$ cat src/rtl/syscall_stat_unit.sv
// syscall_stat_unit
//
// Purpose:
//   Syscall decode and run/halt control for the single-cycle core. It
//   decodes the syscall service code in $v0, gates the PC enable and
//   implements a halt that a resume pulse can release. It also keeps a
//   DISP_CH-deep history of displayed $a0 values and, optionally,
//   saturating execution counters. All of these are read through one
//   registered select mux that feeds the seven-segment driver.
//
// Configuration macro:
//   SYSCALL_STAT_STATS_EN - when defined, the instruction, jump and
//   taken-branch counters are built and readable at select codes
//   DISP_CH..DISP_CH+2. When undefined, those codes read zero.
//
// Ports:
//   clk      in   CPU clock (divided clock)
//   rst      in   synchronous active-high reset
//   syscall  in   current instruction is SYSCALL
//   reg_v0   in   live $v0 (service code)
//   reg_a0   in   live $a0 (value to display)
//   is_jump  in   current instruction is J/JAL/JR
//   br_taken in   current conditional branch is taken
//   resume   in   debounced single-cycle resume pulse
//   disp_sel in   display source select
//   pc_en    out  PC register enable (combinational)
//   halted   out  high while halted (combinational from state)
//   disp_out out  selected display value (registered)

module syscall_stat_unit #(
   parameter int DATA_BITS  = 32,
   parameter int CNT_BITS   = 32,
   parameter int DISP_CH    = 4,
   parameter int SEL_BITS   = 3,
   parameter int V0_DISPLAY = 34
) (
   input  logic                 clk,
   input  logic                 rst,
   input  logic                 syscall,
   input  logic [DATA_BITS-1:0] reg_v0,
   input  logic [DATA_BITS-1:0] reg_a0,
   input  logic                 is_jump,
   input  logic                 br_taken,
   input  logic                 resume,
   input  logic [SEL_BITS-1:0]  disp_sel,
   output logic                 pc_en,
   output logic                 halted,
   output logic [DATA_BITS-1:0] disp_out
);

   localparam int PTR_BITS = $clog2(DISP_CH);
   localparam logic [DATA_BITS-1:0] V0_CODE = DATA_BITS'(V0_DISPLAY);

   typedef enum logic [1:0] {
      ST_RUN,
      ST_HALT,
      ST_RESUME
   } state_t;

   state_t                state_q, state_d;
   logic [PTR_BITS-1:0]   wr_ptr_q, wr_ptr_d;
   logic [DATA_BITS-1:0]  hist_q [DISP_CH];
   logic [DATA_BITS-1:0]  hist_d [DISP_CH];
   logic [DATA_BITS-1:0]  disp_out_q, disp_out_d;
   logic [PTR_BITS-1:0]   rd_idx;
   logic                  disp;
   logic                  stop;
   logic                  commit;

   assign disp   = syscall & (reg_v0 == V0_CODE);
   assign stop   = syscall & ~disp;
   assign commit = pc_en;

   // Run/halt control. The halting syscall is held off in RUN (pc_en low);
   // the RESUME state then lets it commit so the PC steps past it.
   always_comb begin
      state_d = state_q;
      pc_en   = 1'b1;
      halted  = 1'b0;
      case (state_q)
         ST_RUN: begin
            pc_en = ~stop;
            if (stop) state_d = ST_HALT;
         end
         ST_HALT: begin
            pc_en  = 1'b0;
            halted = 1'b1;
            if (resume) state_d = ST_RESUME;
         end
         ST_RESUME: begin
            pc_en   = 1'b1;
            state_d = ST_RUN;
         end
         default: state_d = ST_RUN;
      endcase
   end

   // Display history: a circular buffer. Once full, the oldest entry is
   // overwritten silently.
   always_comb begin
      hist_d   = hist_q;
      wr_ptr_d = wr_ptr_q;
      if (commit && disp) begin
         hist_d[wr_ptr_q] = reg_a0;
         wr_ptr_d         = wr_ptr_q + PTR_BITS'(1);
      end
   end

   // Select s reads the s-th newest entry. DISP_CH is a power of two, so
   // the wrap modulo is just the natural truncation of the pointer width.
   assign rd_idx = wr_ptr_q - PTR_BITS'(1) - disp_sel[PTR_BITS-1:0];

`ifdef SYSCALL_STAT_STATS_EN
   logic [CNT_BITS-1:0] instr_q, instr_d;
   logic [CNT_BITS-1:0] jump_q, jump_d;
   logic [CNT_BITS-1:0] branch_q, branch_d;

   function automatic logic [CNT_BITS-1:0] sat_inc(input logic [CNT_BITS-1:0] v,
                                                   input logic              en);
      return (en && (v != '1)) ? v + CNT_BITS'(1) : v;
   endfunction

   // Counters stick at all-ones rather than wrapping.
   always_comb begin
      instr_d  = sat_inc(instr_q, commit);
      jump_d   = sat_inc(jump_q, commit & is_jump);
      branch_d = sat_inc(branch_q, commit & br_taken);
   end
`else
   logic unused_stats;
   assign unused_stats = is_jump ^ br_taken;
`endif

   // Output select mux. It samples the storage before this edge's writes,
   // so a display syscall becomes visible one cycle after it commits.
   always_comb begin
      disp_out_d = '0;
      if (int'(disp_sel) < DISP_CH) begin
         disp_out_d = hist_q[rd_idx];
      end
`ifdef SYSCALL_STAT_STATS_EN
      else if (disp_sel == SEL_BITS'(DISP_CH)) begin
         disp_out_d = DATA_BITS'(instr_q);
      end
      else if (disp_sel == SEL_BITS'(DISP_CH + 1)) begin
         disp_out_d = DATA_BITS'(jump_q);
      end
      else if (disp_sel == SEL_BITS'(DISP_CH + 2)) begin
         disp_out_d = DATA_BITS'(branch_q);
      end
`endif
   end

   always_ff @(posedge clk) begin
      if (rst) begin
         state_q    <= ST_RUN;
         wr_ptr_q   <= '0;
         disp_out_q <= '0;
         for (int i = 0; i < DISP_CH; i++) begin
            hist_q[i] <= '0;
         end
`ifdef SYSCALL_STAT_STATS_EN
         instr_q  <= '0;
         jump_q   <= '0;
         branch_q <= '0;
`endif
      end else begin
         state_q    <= state_d;
         wr_ptr_q   <= wr_ptr_d;
         disp_out_q <= disp_out_d;
         hist_q     <= hist_d;
`ifdef SYSCALL_STAT_STATS_EN
         instr_q  <= instr_d;
         jump_q   <= jump_d;
         branch_q <= branch_d;
`endif
      end
   end

   assign disp_out = disp_out_q;

endmodule

$ cat config.mk
export PLATFORM = sky130hd
export DESIGN_NAME = syscall_stat_unit
export DESIGN_NICKNAME = d
export VERILOG_FILES = /design/src/rtl/syscall_stat_unit.sv
export SDC_FILE = /design/constraint.sdc
export NUM_CORES = 1
export LEC_CHECK = 0
export BUFFER_PORTS_ARGS = -buffer_cell sky130_fd_sc_hd__buf_2
export CAP_MARGIN = 20
export CORE_MARGIN = 1
export CORE_UTILIZATION = 60
export DETAILED_ROUTE_END_ITERATION = 10
export HOLD_SLACK_MARGIN = 0.06
export PLACE_DENSITY = 0.82
export SYNTH_ARGS = -nofsm -noshare
export SYNTH_HDL_FRONTEND = slang
export SYNTH_SLANG_ARGS = --single-unit
$ cat constraint.sdc
create_clock -name clk -period 4.55 [get_ports clk]
set_clock_uncertainty 0.15 [all_clocks]
set_input_delay 0.2275 -clock clk [delete_from_list [all_inputs] [get_ports clk]]
set_output_delay 0.2275 -clock clk [all_outputs]
set_load 0.05 [all_outputs]
==> flow_summary.yaml <==
logic_synthesis:
  synth-edff-count: 0
  synth.mux.area_fraction: 0.269
  yosysUniqueCellTypes: 25
  avgSynthCellArea_um2: 11.3
  synth-xor-area-share: 0.00346
  synth_ff_type: "dfxtp_1"
  ys_ff_latch: 164
  async_flop_share: 0
  syn_area_um2: 7220
  syn_nets: 715
  ys_seq_area_frac: 0.454
  synthCells: 637
  ys_warn_count: 0
  synth_top_family_by_area: "multiplexers"
  synth_compound_area_frac: 0.0319
  synth_fa_ha_area_frac: 0.00866
  synthSimpleGateAreaFrac: 0.186
pwr:
  power.total_w: 0.00302
  p_clk_frac: 0.464
  pwr-share-comb: 0.061
  netSwitchingPower_w: 0.000675
  powerDensity_nw_per_um2: 350
  seqPwrFrac: 0.476
  p_leak_nw: 3.30
  p_sw_frac: 0.223
  power.internal_w: 0.00235
  ir_drop_v: 0.000248
routing:
  wl_per_cell_um: 16.9
  vias: 4955
  drtIter0Drc: 278
  drc: 5
  antenna_left: 0
  vias_per_cell: 5.41
  drt_pass1_iterations: 10
  wirelength_mm: 15.5
worst_setup_path:
  setup.worst_path.end_class: "register"
  startpoint_type: "register"
  critPathKind: "register to register"
  required_ns: 4.75
  cp_max_fo: 21
  worstPathArrival_ns: 2.75
timing:
  slew_headroom: 0.421
  rsz0062_at_grt: "no"
  hold_viol: 0
  worst_pin_slew_ns: 0.865
  finalCritPeriodShare: 0.560
  hold_slack_ns: 0.217
  setup_violations: 0
  fmax_mhz: 393
  min_period_ns: 2.55
  setup-tns-final_ns: 0
  maxSlewViolCount: 0
floorplan:
  pin_count: 107
  die_y_um: 112
  fp.dieW_um: 112
  rows: 39
  fp.dieArea_um2: 12500
  start_util: 0.625
  core_region_area_um2: 11600
clock_network:
  cts.htree.levels: 4
  cts.path.max_buffers: 2
  cts_sinks: 164
  clk_latency_ns: 0.42
  clkTransAtPathRegs_ns: 0.06
  tritoncts: "yes"
  ctsResizeCount: 0
  cts_setup_buffers: 0
  root_buffer: "clkbuf_16"
  cts_inserted_buffers: 17
cells_and_area:
  syn_to_final_growth_pct: 19.4
  drive_gt1_frac: 0.207
  num_antenna_cells: 0
  fillCellCount: 803
  fin_nets: 838
  fin_util: 0.746
global_routing:
  overflow: 0
  grt_first_pass_wirelength_mm: 25.6
  grt_usage: 0.262
  grt_max_degree: 92
  antenna_found_initial: 0
  grt_pass1_vias: 5261
place:
  io_buffers: 104
  dp_hpwl_mm: 9.11
  gp_congestion: 0.742
status:
  failed_checks: "DRC"
  status: "finished, violations left"
hold_path:
  hold_path.class: "input port to register"
run:
  cap_violations: 0
cell type report:
cell class	instances	area, um^2	area share
multi-input cells	426	3620	0.420
flip-flops and latches	164	3280	0.381
repair buffers	147	951	0.110
clock buffers	19	443	0.0514
well taps	143	179	0.0207
clock inverters	13	134	0.0155
inverters	4	15.0	0.00174
metal layers:
layer  global-route usage  wire (um)  share of wire
met2                0.470       8100           0.52
met5                    0          0              0
met1                0.301       6550           0.42
met4               0.0982        259          0.017
met3               0.0621        550          0.036
Yosys cell counts (2+ instances only):
master | instances | area [um^2]
buf_4 | 6 | 45.0
buf_8 | 12 | 180
clkbuf_1 | 25 | 93.8
dfxtp_1 | 164 | 3280
ha_1 | 5 | 62.6
inv_1 | 4 | 15.0
mux2i_1 | 193 | 1930
nand2_1 | 2 | 7.51
nand2b_1 | 163 | 1020
nand3_1 | 4 | 20.0
nand4_4 | 2 | 42.5
nor2_1 | 3 | 11.3
nor3_4 | 4 | 65.1
nor4_4 | 7 | 149
o21a_1 | 2 | 15.0
o22ai_1 | 32 | 200
power groups by stage:
stage | clock network, W | logic, W | registers [W]
floorplan | 0 | 0.0000992 | 0.00147
global placement | 0 | 0.000153 | 0.00147
detailed placement | 0 | 0.000159 | 0.00147
CTS | 0.00142 | 0.000182 | 0.00144
global route | 0.00148 | 0.000196 | 0.00144
finish | 0.00140 | 0.000184 | 0.00144
stage by stage:
stage | cell area, um^2 | instances | setup slack (ns)
6_report | 8620 | 916 | 2.00
5_1_grt | 8620 | 916 | 1.86
2_1_floorplan | 7220 | 637 | 2.43
3_3_place_gp | 7680 | 849 | 1.89
4_1_cts | 8600 | 915 | 1.83
3_5_place_dp | 7680 | 849 | 1.80
state kept, by name, summed over array words and instances (netlist names):
name,flops
disp_out,32
hist_q,128
state_q,2
wr_ptr_q,2
final timing paths:
kind	start	end	slack [ns]	depth (start not counted)
max reg2reg	wr_ptr_q[1]	hist_q[89]	2.00	6
max	wr_ptr_q[1]	hist_q[89]	2.00	6
min	reg_v0[20]	wr_ptr_q[1]	0.22	5
min reg2reg	hist_q[83]	hist_q[83]	0.32	2
placed cells by master, fill, tap and decap left out, types with 2 or more instances in the layout:
cell type / count
clkbuf_16: 17
nand2b_1: 163
buf_4: 9
clkinvlp_4: 3
nor4_4: 7
o22ai_1: 32
buf_2: 103
clkinv_4: 2
dlygate4sd3_1: 34
o21a_1: 2
bufinv_16: 2
clkinv_2: 5
nor2_1: 3
mux2i_1: 193
nand4_4: 2
nand2_1: 2
nand3_1: 4
inv_1: 4
dfxtp_1: 164
ha_1: 5
nor3_4: 4
kinds of logic (layout without fill, tap and decap cells):
group,count (synthesis),count (layout)
adder cells (fa/ha/maj),5,5
AO/OA/AOI/OAI,36,36
AND/OR/NAND/NOR,189,189
buffers and inverters,47,183
flip-flops,164,164
multiplexers,194,194
XOR/XNOR,2,2
worst max-delay path: stages, from the launching register on:
cell	delay, ns
dfxtp_1	0.34
inv_1	0.19
ha_1	0.19
nand3_1	0.11
nor3_4	0.67
buf_4	0.52
mux2i_1	0.25
what timing repair did:
item | CTS | global route
endpoints found under the setup margin | 0 | 0
hold buffers | 34 | 0
endpoints found under the hold margin | 131 | 0
No activity file was read; power rests on OpenSTA's default activity.
